$ cat src/rtl/mwc_pkg.sv
// Shared types for the data-memory write checker: verdict encoding and the
// expected-write table entry.
package mwc_pkg;

  // Widest supported XLEN; table fields are stored zero-extended to this width.
  localparam int MWC_XLEN_MAX = 64;

  typedef enum logic [2:0] {
    ST_IDLE    = 3'd0,
    ST_ARMED   = 3'd1,
    ST_PASS    = 3'd2,
    ST_FAIL    = 3'd3,
    ST_TIMEOUT = 3'd4
  } chk_status_e;

  typedef struct packed {
    logic [MWC_XLEN_MAX-1:0] addr;
    logic [MWC_XLEN_MAX-1:0] data;
    logic [MWC_XLEN_MAX-1:0] pc;
    logic                    pc_en;
    logic                    valid;
  } exp_entry_t;

  function automatic logic [4:0] count_ones16(input logic [15:0] v);
    logic [4:0] c;
    c = '0;
    for (int i = 0; i < 16; i++) begin
      c = c + {4'b0000, v[i]};
    end
    return c;
  endfunction

endpackage

$ cat src/rtl/mwc_match_unit.sv
// Combinational store comparator: per-entry hit / data-equal vectors and
// lowest-index selection of the open entry, first good hit and first hit.
module mwc_match_unit
  import mwc_pkg::*;
#(
  parameter int NUM_EXP = 4,
  parameter int IDX_W   = 2
) (
  input  exp_entry_t [NUM_EXP-1:0]  entries,
  input  logic [NUM_EXP-1:0]        matched,
  input  logic [MWC_XLEN_MAX-1:0]   addr,
  input  logic [MWC_XLEN_MAX-1:0]   data,
  input  logic [MWC_XLEN_MAX-1:0]   pc,
  output logic [IDX_W-1:0]          ptr_idx,
  output logic                      ptr_found,
  output logic                      ptr_hit,
  output logic                      ptr_eq,
  output logic [IDX_W-1:0]          good_idx,
  output logic                      good_found,
  output logic [IDX_W-1:0]          hit_idx,
  output logic                      hit_found
);

  logic [NUM_EXP-1:0] open_vec;
  logic [NUM_EXP-1:0] hit_vec;
  logic [NUM_EXP-1:0] eq_vec;

  for (genvar gi = 0; gi < NUM_EXP; gi++) begin : g_cmp
    assign open_vec[gi] = entries[gi].valid & ~matched[gi];
    assign hit_vec[gi]  = open_vec[gi] & (entries[gi].addr == addr) &
                          (~entries[gi].pc_en | (entries[gi].pc == pc));
    assign eq_vec[gi]   = (entries[gi].data == data);
  end

  // Scanning high to low leaves the lowest qualifying index in each result.
  always_comb begin
    ptr_idx    = '0;
    ptr_found  = 1'b0;
    ptr_hit    = 1'b0;
    ptr_eq     = 1'b0;
    good_idx   = '0;
    good_found = 1'b0;
    hit_idx    = '0;
    hit_found  = 1'b0;
    for (int i = NUM_EXP - 1; i >= 0; i--) begin
      if (open_vec[i]) begin
        ptr_idx   = IDX_W'(i);
        ptr_found = 1'b1;
        ptr_hit   = hit_vec[i];
        ptr_eq    = eq_vec[i];
      end
      if (hit_vec[i] && eq_vec[i]) begin
        good_idx   = IDX_W'(i);
        good_found = 1'b1;
      end
      if (hit_vec[i]) begin
        hit_idx   = IDX_W'(i);
        hit_found = 1'b1;
      end
    end
  end

endmodule

$ cat config.mk
export PLATFORM = sky130hd
export DESIGN_NAME = mwc_match_unit
export DESIGN_NICKNAME = d
export VERILOG_FILES = /design/src/rtl/mwc_pkg.sv /design/src/rtl/mwc_match_unit.sv
export SDC_FILE = /design/constraint.sdc
export NUM_CORES = 1
export LEC_CHECK = 0
export CORE_AREA = 2 2 385 387
export DETAILED_ROUTE_END_ITERATION = 12
export DIE_AREA = 0 0 387 389
export GPL_ROUTABILITY_DRIVEN = 1
export RECOVER_POWER = 25
export SLEW_MARGIN = 20
export SYNTH_ARGS = -nofsm -noshare
export SYNTH_HDL_FRONTEND = slang
export SYNTH_SLANG_ARGS = --single-unit
$ cat constraint.sdc
create_clock -name vclk -period 6.2
set_input_delay 1.24 -clock vclk [all_inputs]
set_output_delay 1.24 -clock vclk [all_outputs]
set_load 0.005 [all_outputs]
==> results.md <==
* Result of the run: complete, no violations
* Total buffers and inverters traversed by the critical path at 4
* Smallest hold slack at between 3 and 4 ns
* Period utilisation layout at 0.977
* Number of optimization iterations in the first detailed-route pass at 5
* Chain of cells forming the critical path: clkdlybuf4s50_1, xor2_1, nor4_2, buf_4, nand4_1, or4_1, a2111o_1, buf_4, a2bb2oi_1, nor2b_1, buf_12
* Final setup violation count at 0
* Count of final hold-check violations at 0
* Non-filler cells in the finished layout at between 4000 and 5000
* Number of cells upsized or downsized after cts at 21
* Required time at the worst-slack endpoint at between 4 and 5 ns
* Startpoint of the lowest-slack hold path: entries[389]
* Share of synthesized area occupied by flip-flops and latches at 0
* Sequential cells at 0
* Total setup buffers inserted after CTS at 0
* Number of routed nets with antenna violations at 0
* Number of vias per cell after detailed routing at 3.34
* Placed cell areas at around 23000 sq um
* Endpoint of the worst hold path: hit_idx[0]
* Top-Level Pins at 983
* Synth area leader: xor2_1
* Cell with the largest stage delay on the worst path: clkdlybuf4s50_1
* Post-DP HPWL at 133000 um
* Cell types with the highest counts after synthesis: 448 x xor2_1, 272 x xnor2_1, 134 x nor4_1
* Critical path's most frequent cell: buf_4
* Setup Crit Path Kind: in2out
* Worst Setup Start Kind: input pin
* Clock buffers at 0
* Global-route congestion overflow total at 0
* Fin crit period at ~6.1 ns
* Antenna violations before repair at between 50 and 60
* Peak per-stage delay on the critical path at about 0.64 ns
* Maximum resistive drop on vdd at between 30 and 40 uV
* Area contributors post-synth: xor2_1 45%, xnor2_1 27%, nor4_1 9.6%, nand4_1 7.3%, inv_1 1.7%
* Number of stages on the worst hold path at 6
* Gate family responsible for the most delay along the worst path: simple AND/OR/NAND/NOR gates
* Port Buf Inserts at about 1000
* Area growth from synthesis to layout at 159%
* Wire length reported by the detailed router at 140000 um
* Width of the chip at between 300 and 400 um
* Overall routing resource usage at 0.177
* First-pass GRT wire length at 171000 um
* Height of the chip at roughly 400 um
* Unrepaired setup endpoints after global routing: false
* Post-placement cell count at between 4000 and 5000
* Power density over the cells at around 75 nW/um^2
* Cts-stage hold buffer count at 0
* Fraction of final layout cells sized beyond drive strength 1 at 0.102
* Net total in the final layout at 3267
* Static Leakage at about 8 nW
* Global placer's final weighted congestion at approximately 1
* DRC violations left at 0
* Number of filler cells placed in the layout at 16700
* Count of final max-slew check failures at 0
* Layout Cell Area excl Fill at ~23000 sq um
* Worst Setup Slack post-DPL at -0.548 ns
* Data arrival time of the critical path at about 4.8 ns
* Number of instances in the synthesized netlist at around 1100
* Number of global-route vias before repair at ~15000
* Slew @ Worst Pin at roughly 1 ns
* Detailed-route wire length per cell at 33.1 um
* Slack of the critical path at around 0.14 ns
* Effective utilization at floorplan at 0.0599
* Mapped Area at between 8000 and 9000 sq um
* Unique masters post-synth at around 40
* Headroom to the max-slew limit at 0.315
* Placeable Area at ~150000 sq um
* Type of the tightest min-delay check: in2out
* Most frequent cell after synthesis: xor2_1
* Kind of end point of the critical path: primary output
* Share of the synthesized area in the top cell type at 0.447
* Largest net degree at the start of global routing at 7
* Avg Inst Size Synth at between 7 and 8 sq um
* Area of the die at roughly 150000 sq um
* Total Neg Setup Slack at 0 ns
* Largest fanout on the critical path at 4
* Number of warnings reported in the yosys synthesis log at 0
* Combined flip-flop and latch cell area at 0 sq um
* DRC marker count from the first detailed-route iteration at approximately 960
* Count of maximum capacitance violations at 0
* Via count at about 14000
* Fmax at roughly 0.17 GHz
* Syn nets at between 2000 and 2500
* Row count at 141
## cells by family after synthesis
family,after synthesis,share of synthesized area
xor+xnor,723,0.724
simple gates,283,0.197
compound gates,56,0.0533
buf+inv,50,0.0232
mux,2,0.00228
## cells in the final DEF, fill, tap and decap left out, types with 4 or more instances in the layout
| master | count |
|---|---|
| dlygate4sd2_1 | 7 |
| nor4_2 | 10 |
| a221oi_1 | 6 |
| o2bb2ai_1 | 7 |
| o22ai_1 | 13 |
| xnor2_1 | 270 |
| diode_2 | 10 |
| buf_4 | 203 |
| xor2_1 | 448 |
| nor2b_1 | 16 |
| nand4_1 | 102 |
| inv_1 | 40 |
| nand2_1 | 9 |
| xnor2_2 | 4 |
| buf_12 | 7 |
| nor2_1 | 6 |
| nor4_1 | 122 |
| clkdlybuf4s50_1 | 969 |
## routing by layer
layer,track usage,share of wire,up-vias
met5,0,0.0012,-
met4,0.0405,0.029,30
met3,0.0310,0.062,143
met2,0.322,0.50,808
met1,0.215,0.41,6850
li1,-,-,6292
## power breakdown
group          internal (mW)  switching (mW)
sequential                 0               0
combinational          0.894           0.814
clock            0.000000207               0
## cell type report
class	instances	area [sq um]	share of cell area
repair buffers	1189	11500	0.504
inverters	40	150	0.00660
well taps	1930	2410	0.106
diodes	10	25.0	0.00110
multi-input cells	1064	8700	0.382
## per-stage QoR
stage           util  total power [mW]
5_1_grt        0.155              1.78
2_1_floorplan      -             0.414
4_1_cts        0.155              1.72
6_report       0.155              1.71
3_3_place_gp   0.154              1.72
3_5_place_dp   0.154              1.71
## worst min-delay path: stages
cell             delay (ns)
clkdlybuf4s50_1        0.41
inv_1                  0.20
o211ai_1               0.17
nand2_1                0.13
a21boi_0               0.17
buf_12                 0.15
## worst max-delay path by stage
stage | startpoint | to | slack, ns | cells past startpoint
floorplan | addr[25] | good_idx[1] | 1.79 | 8
global placement | addr[51] | ptr_hit | -0.64 | 9
detailed placement | pc[7] | ptr_hit | -0.55 | 10
CTS | pc[61] | good_idx[1] | 0.04 | 12
global route | addr[53] | good_idx[1] | 0.03 | 10
finish | addr[16] | good_idx[1] | 0.14 | 11
Power figures use the tool's default switching activity.
